**config.mk**
```make
export PLATFORM = sky130hd
export DESIGN_NAME = multiword_add_seq
export DESIGN_NICKNAME = d
export VERILOG_FILES = /design/src/rtl/multiword_add_seq.sv
export SDC_FILE = /design/constraint.sdc
export NUM_CORES = 1
export LEC_CHECK = 0
export ABC_AREA = 1
export CAP_MARGIN = 20
export CORE_ASPECT_RATIO = 0.7
export CORE_MARGIN = 10
export CORE_UTILIZATION = 35
export CTS_CLUSTER_DIAMETER = 30
export DETAILED_ROUTE_END_ITERATION = 8
export SLEW_MARGIN = 20
export SYNTH_ARGS = -nofsm -noshare
export SYNTH_HDL_FRONTEND = slang
export SYNTH_HIERARCHICAL = 1
export SYNTH_SLANG_ARGS = --single-unit
```
**constraint.sdc**
```tcl
create_clock -name clk -period 2 [get_ports clk]
set_clock_uncertainty 0.15 [all_clocks]
set_input_delay 0.6 -clock clk [delete_from_list [all_inputs] [get_ports clk]]
set_output_delay 0.6 -clock clk [all_outputs]
set_load 0.01 [all_outputs]
```
**src/rtl/multiword_add_seq.sv**
```systemverilog
// Multi-word adder/subtractor built around a single N-bit full_add slice.
// Operands of WORDS*N bits are processed LSB chunk first, one chunk per
// clock, with the carry held in a register between chunks.

// N-bit ripple slice: {o_carry, o_sum} = i_a + i_b + i_c
module full_add #(
    parameter int N = 8
) (
    input  logic [N-1:0] i_a,
    input  logic [N-1:0] i_b,
    input  logic         i_c,
    output logic [N-1:0] o_sum,
    output logic         o_carry
);

    assign {o_carry, o_sum} = {1'b0, i_a} + {1'b0, i_b} + {{N{1'b0}}, i_c};

endmodule

module multiword_add_seq #(
    parameter int N     = 8,
    parameter int WORDS = 4
) (
    input  logic                 clk,
    input  logic                 reset,
    input  logic                 input_start,
    input  logic                 input_sub,
    input  logic [N*WORDS-1:0]   input_a,
    input  logic [N*WORDS-1:0]   input_b,
    input  logic                 input_carry,
    output logic                 output_busy,
    output logic                 output_done,
    output logic [N*WORDS-1:0]   output_sum,
    output logic                 output_carry
);

    localparam int W  = N * WORDS;
    localparam int IW = (WORDS > 1) ? $clog2(WORDS) : 1;
    localparam logic [IW-1:0] LAST_IDX = IW'(WORDS - 1);

    typedef enum logic [1:0] {
        S_IDLE = 2'd0,
        S_RUN  = 2'd1,
        S_DONE = 2'd2
    } state_t;

    state_t         r_state;
    state_t         w_state_nxt;
    logic [W-1:0]   r_a;        // operand A, shifted right one chunk per RUN cycle
    logic [W-1:0]   r_b;        // operand B (already inverted for subtract), shifted likewise
    logic           r_c;        // carry between chunks
    logic [IW-1:0]  r_idx;      // chunk currently being added
    logic [W-1:0]   r_acc;      // partial result accumulator
    logic           r_busy;
    logic           r_done;
    logic [W-1:0]   r_sum;
    logic           r_carry;

    logic [N-1:0]   w_slice_sum;
    logic           w_slice_cout;
    logic [W-1:0]   w_acc_nxt;

    // The one shared adder slice; current chunk always sits in the low bits
    full_add #(.N(N)) u_slice (
        .i_a     (r_a[N-1:0]),
        .i_b     (r_b[N-1:0]),
        .i_c     (r_c),
        .o_sum   (w_slice_sum),
        .o_carry (w_slice_cout)
    );

    // Accumulator with the slice result merged into chunk r_idx
    always_comb begin
        w_acc_nxt = r_acc;
        for (int k = 0; k < WORDS; k++) begin
            if (r_idx == IW'(k)) begin
                w_acc_nxt[k*N +: N] = w_slice_sum;
            end else begin
                w_acc_nxt[k*N +: N] = r_acc[k*N +: N];
            end
        end
    end

    // Next-state logic: IDLE -> RUN (WORDS cycles) -> DONE (one cycle) -> IDLE
    always_comb begin
        w_state_nxt = r_state;
        case (r_state)
            S_IDLE: begin
                if (input_start) begin
                    w_state_nxt = S_RUN;
                end else begin
                    w_state_nxt = S_IDLE;
                end
            end
            S_RUN: begin
                if (r_idx == LAST_IDX) begin
                    w_state_nxt = S_DONE;
                end else begin
                    w_state_nxt = S_RUN;
                end
            end
            S_DONE:  w_state_nxt = S_IDLE;
            default: w_state_nxt = S_IDLE;
        endcase
    end

    // State register, datapath and registered outputs; reset overrides everything
    always_ff @(posedge clk) begin
        if (reset) begin
            r_state <= S_IDLE;
            r_a     <= {W{1'b0}};
            r_b     <= {W{1'b0}};
            r_c     <= 1'b0;
            r_idx   <= {IW{1'b0}};
            r_acc   <= {W{1'b0}};
            r_busy  <= 1'b0;
            r_done  <= 1'b0;
            r_sum   <= {W{1'b0}};
            r_carry <= 1'b0;
        end else begin
            r_state <= w_state_nxt;
            r_busy  <= (w_state_nxt != S_IDLE);
            r_done  <= (w_state_nxt == S_DONE);
            case (r_state)
                S_IDLE: begin
                    if (input_start) begin
                        // Subtract is a + ~b + 1, so carry-out reads as not-borrow
                        r_a   <= input_a;
                        r_b   <= input_sub ? ~input_b : input_b;
                        r_c   <= input_sub ? 1'b1 : input_carry;
                        r_idx <= {IW{1'b0}};
                        r_acc <= {W{1'b0}};
                    end else begin
                        r_idx <= r_idx;
                    end
                end
                S_RUN: begin
                    r_a   <= r_a >> N;
                    r_b   <= r_b >> N;
                    r_c   <= w_slice_cout;
                    r_acc <= w_acc_nxt;
                    r_idx <= r_idx + 1'b1;
                    // Final chunk: publish result so it is visible during DONE
                    if (r_idx == LAST_IDX) begin
                        r_sum   <= w_acc_nxt;
                        r_carry <= w_slice_cout;
                    end else begin
                        r_sum   <= r_sum;
                    end
                end
                default: begin
                    r_idx <= r_idx;
                end
            endcase
        end
    end

    assign output_busy  = r_busy;
    assign output_done  = r_done;
    assign output_sum   = r_sum;
    assign output_carry = r_carry;

endmodule

```
# After elaboration in Yosys (flattened, before gate mapping)
# Cells that the tools add are included.
# op_classes
addsub	3
eq_ne	6
muxes	19
n_bitwise	1
n_reduce_logical	6
# op_table
op	n
$pmux W32 S2	3
$mux W32	4
$mux W8	4
$not A32 Y32	1
$add A8 B8 Y9	1
$add A9 B1 Y9	1
$pmux W2 S2	2
$eq A2 B2 Y1 const B	3
$eq A2 B1 Y1 const B	2
$logic_not A2 Y1	2
$mux W2	2
$reduce_and A2 Y1	2
$reduce_bool A2 Y1	2
$mux W1	3
$add A2 B1 Y2 const B	1
$ne A2 B2 Y1 const B	1
$pmux W1 S2	1
# word_totals
regBits	136
in_bits	69
out_inout_bits	35
word_cells	45

# Logic depth before layout (Yosys ltp)
# logic_depth
word_depth	4
ltp_mapped	12
mapped_depth_nobuf	12

# Hierarchy
# Netlist, hierarchy kept.
# by_module_without_submodules
module	instances	cells_each	area_per_inst_um2	seq_area_each_um2
multiword_add_seq	1	821	5575.3	2562.5
full_add	1	59	384.1	0.0

# Worst setup path after synthesis
# Ideal clock, no wire load.
# synth_path
path_type	register to register
startpoint	register r_a[0]
endpoint	register r_acc[6]
setup_time_ns	0.070
arrival_time_ns	1.937
t_required_ns	1.780
setup_slack_ns	-0.157
path_stages_with_launch	12
n_path_buf	0
period_less_slack_ns	2.157
path_cell_list	dfxtp_1 -> fa_1 -> fa_1 -> nand2_1 -> nand2_1 -> nand3b_4 -> nand3_1 -> nand2_1 -> inv_1 -> o21ai_0 -> nand2_1 -> a21oi_1
# synth_between
elab_chain_len	4
# synth_lines
item	line	text
start, declared	49	logic [W-1:0] r_a;
start signal, assigned	111	r_a <= {W{1'b0}};
start signal, assigned	128	r_a <= input_a;
start signal, assigned	138	r_a <= r_a >> N;
$add A8 B8 Y9	16	assign {o_carry, o_sum} = {1'b0, i_a} + {1'b0, i_b} + {{N{1'b0}}, i_c};
$add A9 B1 Y9	16	
named net w_slice_sum[6]	59	logic [N-1:0] w_slice_sum;
$mux W8	76	if (r_idx == IW'(k)) begin
$pmux W32 S2	124	case (r_state)
end signal, assigned	115	r_acc <= {W{1'b0}};
end signal, assigned	132	r_acc <= {W{1'b0}};
end signal, assigned	141	r_acc <= w_acc_nxt;
end, declared	53	logic [W-1:0] r_acc;
# The timed path passes the listed nets, and every way through them passes these cells.
# A chain may end at the register's enable or synchronous reset.

# Worst setup path in the final report
# layout_path
startpoint	register r_a[0]
endpoint	register r_acc[22]
# Same word-level chain as after synthesis.

==> flow_summary.yaml <==
place:
  gp_congestion: 0.790
  dp.cells: 1195
  port_buffers: 103
  place_hpwl_um: 11900
floorplanning:
  rows: 39
  initial_utilization_pct: 36.1
  core-area_mm2: 0.0165
  fp.dieArea_mm2: 0.0227
  pin_count: 104
  die_h_um: 129
  die_x_um: 176
pwr:
  power.total_w: 0.00704
  powerDensity_mw_per_mm2: 866
  total_leakage_power_nw: 3.84
  irDropWorstVdd_uv: 593
yosys:
  yosysUniqueCellTypes: 27
  synth_top_family_by_area: "simple AND/OR/NAND/NOR gates"
  muxShareOfSynthArea_pct: 0
  syn-num-nets: 962
  synth_area_mm2: 0.00596
  synth_fa_ha_area_share_pct: 2.98
  synthXorXnorAreaFrac_pct: 1.62
  seq_area_frac_synth_pct: 43.0
  synth_compound_area_share_pct: 8.34
  synth_seq_cells: 128
  synthSimpleGateAreaFrac_pct: 35.7
  yosysTopAreaCell: "dfxtp_1"
  synth.yosys.warnings: 6
  synth_top_area_share_pct: 43.0
  syn_inst: 880
  synth_area_leaders: "dfxtp_1, nand2_1, nand3_1, inv_1, o21ai_0"
  syn_area_per_cell_um2: 6.77
sta:
  tns_ns: -1.81
  slew_headroom_pct: 57.7
  worst_slack_ns: -0.171
  min_period_ns: 2.17
  period_share_pct: 109
  max_freq_mhz: 461
  hold_violations: 0
  worst_slew_pin_slew_ns: 0.633
  drv_slew: 0
  setup_viol: 22
  holdWs_ns: 0.293
  rsz0062_at_grt: "yes"
grt:
  busiest_layer: "met2"
  grtUsageMet2_pct: 21.9
  grt_first_pass_wirelength_um: 27800
  grt_pass1_vias: 5334
  grt_use_total_pct: 15.0
  grt.overflow.total: 0
  grt_use_met3_pct: 5.14
  antenna_found_initial: 1
  grt_util_met1_pct: 20.8
  grt_max_degree: 60
route:
  drtIter0Drc: 379
  antenna_left: 0
  vias_per_cell: 4.57
  dr.pass1.iters: 5
  wl_um: 16800
  vias: 5615
  post_drt_wl_per_cell_um: 13.6
  drc: 0
final_layout:
  synthToLayoutAreaGrowth_pct: 36.3
  final_util_pct: 49.3
  nNetsFinal: 1073
  drive_above_1_share_pct: 14.3
  fin_cells: 1230
clocking:
  numCtsBuffers: 17
  clk_latency_ns: 0.41
  cts_root_buf: "clkbuf_16"
  h-tree-depth: 4
  cts_buffer_depth: 2
  clkTransAtPathRegs_ns: 0.06
  clkSinkCount: 128
  cts_tree: "done"
  cts_hold_buf: 0
worst_setup_path:
  r2r_setup_slack_ns: -0.17
  crit_fanout: 3
  arrival_ns: 2.37
  slowest_stage: "fa_2"
  cp-end-kind: "register"
  path_buf_inv: 1
  slowest_delay_ns: 0.40
  start_kind: "register"
  crit_chain: "fa_2 > fa_2 > nand2_2 > nand2_4 > nand3b_4 > nand3_2 > nand2_4 > inv_6 > o21ai_2 > nand2_1 > a21oi_1"
  cp.required_ns: 2.20
  path_class: "reg -> reg"
  cp_top_family: "adder cells"
run_status:
  outcome: "finished, violations left"
  failed_checks: "negative setup slack"
worst_hold_path:
  hold_path.class: "reg -> reg"
flow_run:
  cap_violations: 0
metrics by stage:
step	setup slack, ns	cell area (µm²)
after floorplan	0.00938	5960
after global placement	-0.574	7400
after detailed placement	-0.548	7400
after CTS	-0.156	8030
after global routing	-0.232	8120
final	-0.171	8120
cell usage in the layout (no fill, tap or decap), types with 5 or more instances in the layout:
cell type and n:
nor2_1 7, a21oi_1 26, dfxtp_1 124, xnor2_1 7, clkbuf_16 17, buf_4 25, inv_2 7, buf_12 7
clkdlybuf4s50_1 67, ha_1 8, o21ai_1 23, nand2_2 23, nand3_1 89, o21ai_0 41, or2_2 17, nand2_1 358
dlygate4sd2_1 36, inv_1 64, clkinv_2 5
layout make-up:
type / instances / area (µm²)
multi-input cells: 630 / 3070
clock inverters: 11 / 116
flip-flops and latches: 128 / 2570
diodes: 1 / 2.50
inverters: 76 / 295
fillers: 1695 / 8370
well taps: 225 / 282
clock buffers: 21 / 440
repair buffers: 138 / 1350
routing by layer:
| layer | share of wire [%] | up-vias |
|---|---|---|
| li1 | - | 2981 |
| met5 | 0 | - |
| met2 | 42 | 106 |
| met1 | 51 | 2517 |
| met3 | 5.8 | 11 |
| met4 | 0.76 | 0 |
cell usage after synthesis, drive strengths merged:
library cell  number
or2               19
inv               73
o21ai             70
ha                11
clkinv             3
clkbuf            20
fa                 2
nand3             93
nand2            384
a21oi             27
dfxtp            128
xor2               3
nor2              10
buf               27
nand3b             2
xnor2              8
path summary, 6_finish.rpt:
| kind | start | endpoint | cells past startpoint |
|---|---|---|---|
| worst min-delay path | r_b[12] | r_b[12] | 2 |
| worst max register to register | r_a[0] | r_acc[22] | 11 |
| worst min register to register | r_b[12] | r_b[12] | 2 |
| worst max-delay path | r_a[0] | r_acc[22] | 11 |
flip-flops by register name, indices dropped and copies added, names as in the netlist:
name / flops
output_sum: 32
r_b: 32
output_done: 1
output_busy: 1
r_idx: 2
output_carry: 1
r_a: 32
r_acc: 24
r_c: 1
r_state: 2
power breakdown:
| part | total, W | internal (W) | switching, W |
|---|---|---|---|
| Sequential | 0.00279 | 0.00270 | 0.0000862 |
| Clock | 0.00296 | 0.00182 | 0.00114 |
| Combinational | 0.00129 | 0.000561 | 0.000729 |
kinds of logic (layout without fill, tap and decap cells):
kind of cell | after synthesis | count (layout)
buf+inv | 123 | 246
simple gates | 508 | 509
xor+xnor | 11 | 11
fa+ha+maj | 13 | 13
flops | 128 | 128
compound gates | 97 | 97
other cells | 0 | 1
worst min-delay path, delay by kind of cell (launching register included):
| kind | cells | cell delay, ns |
|---|---|---|
| and+or+nand+nor | 2 | 0.10 |
| DFF | 1 | 0.30 |
timing repair:
action | in CTS | in global routing
resized for setup | 70 | 29
setup endpoints to repair | 109 | 73
setup buffers | 0 | 1
pin swaps | 22 | 5
cloned | 1 | 0
Note: power is estimated with default switching activity, not from simulation.
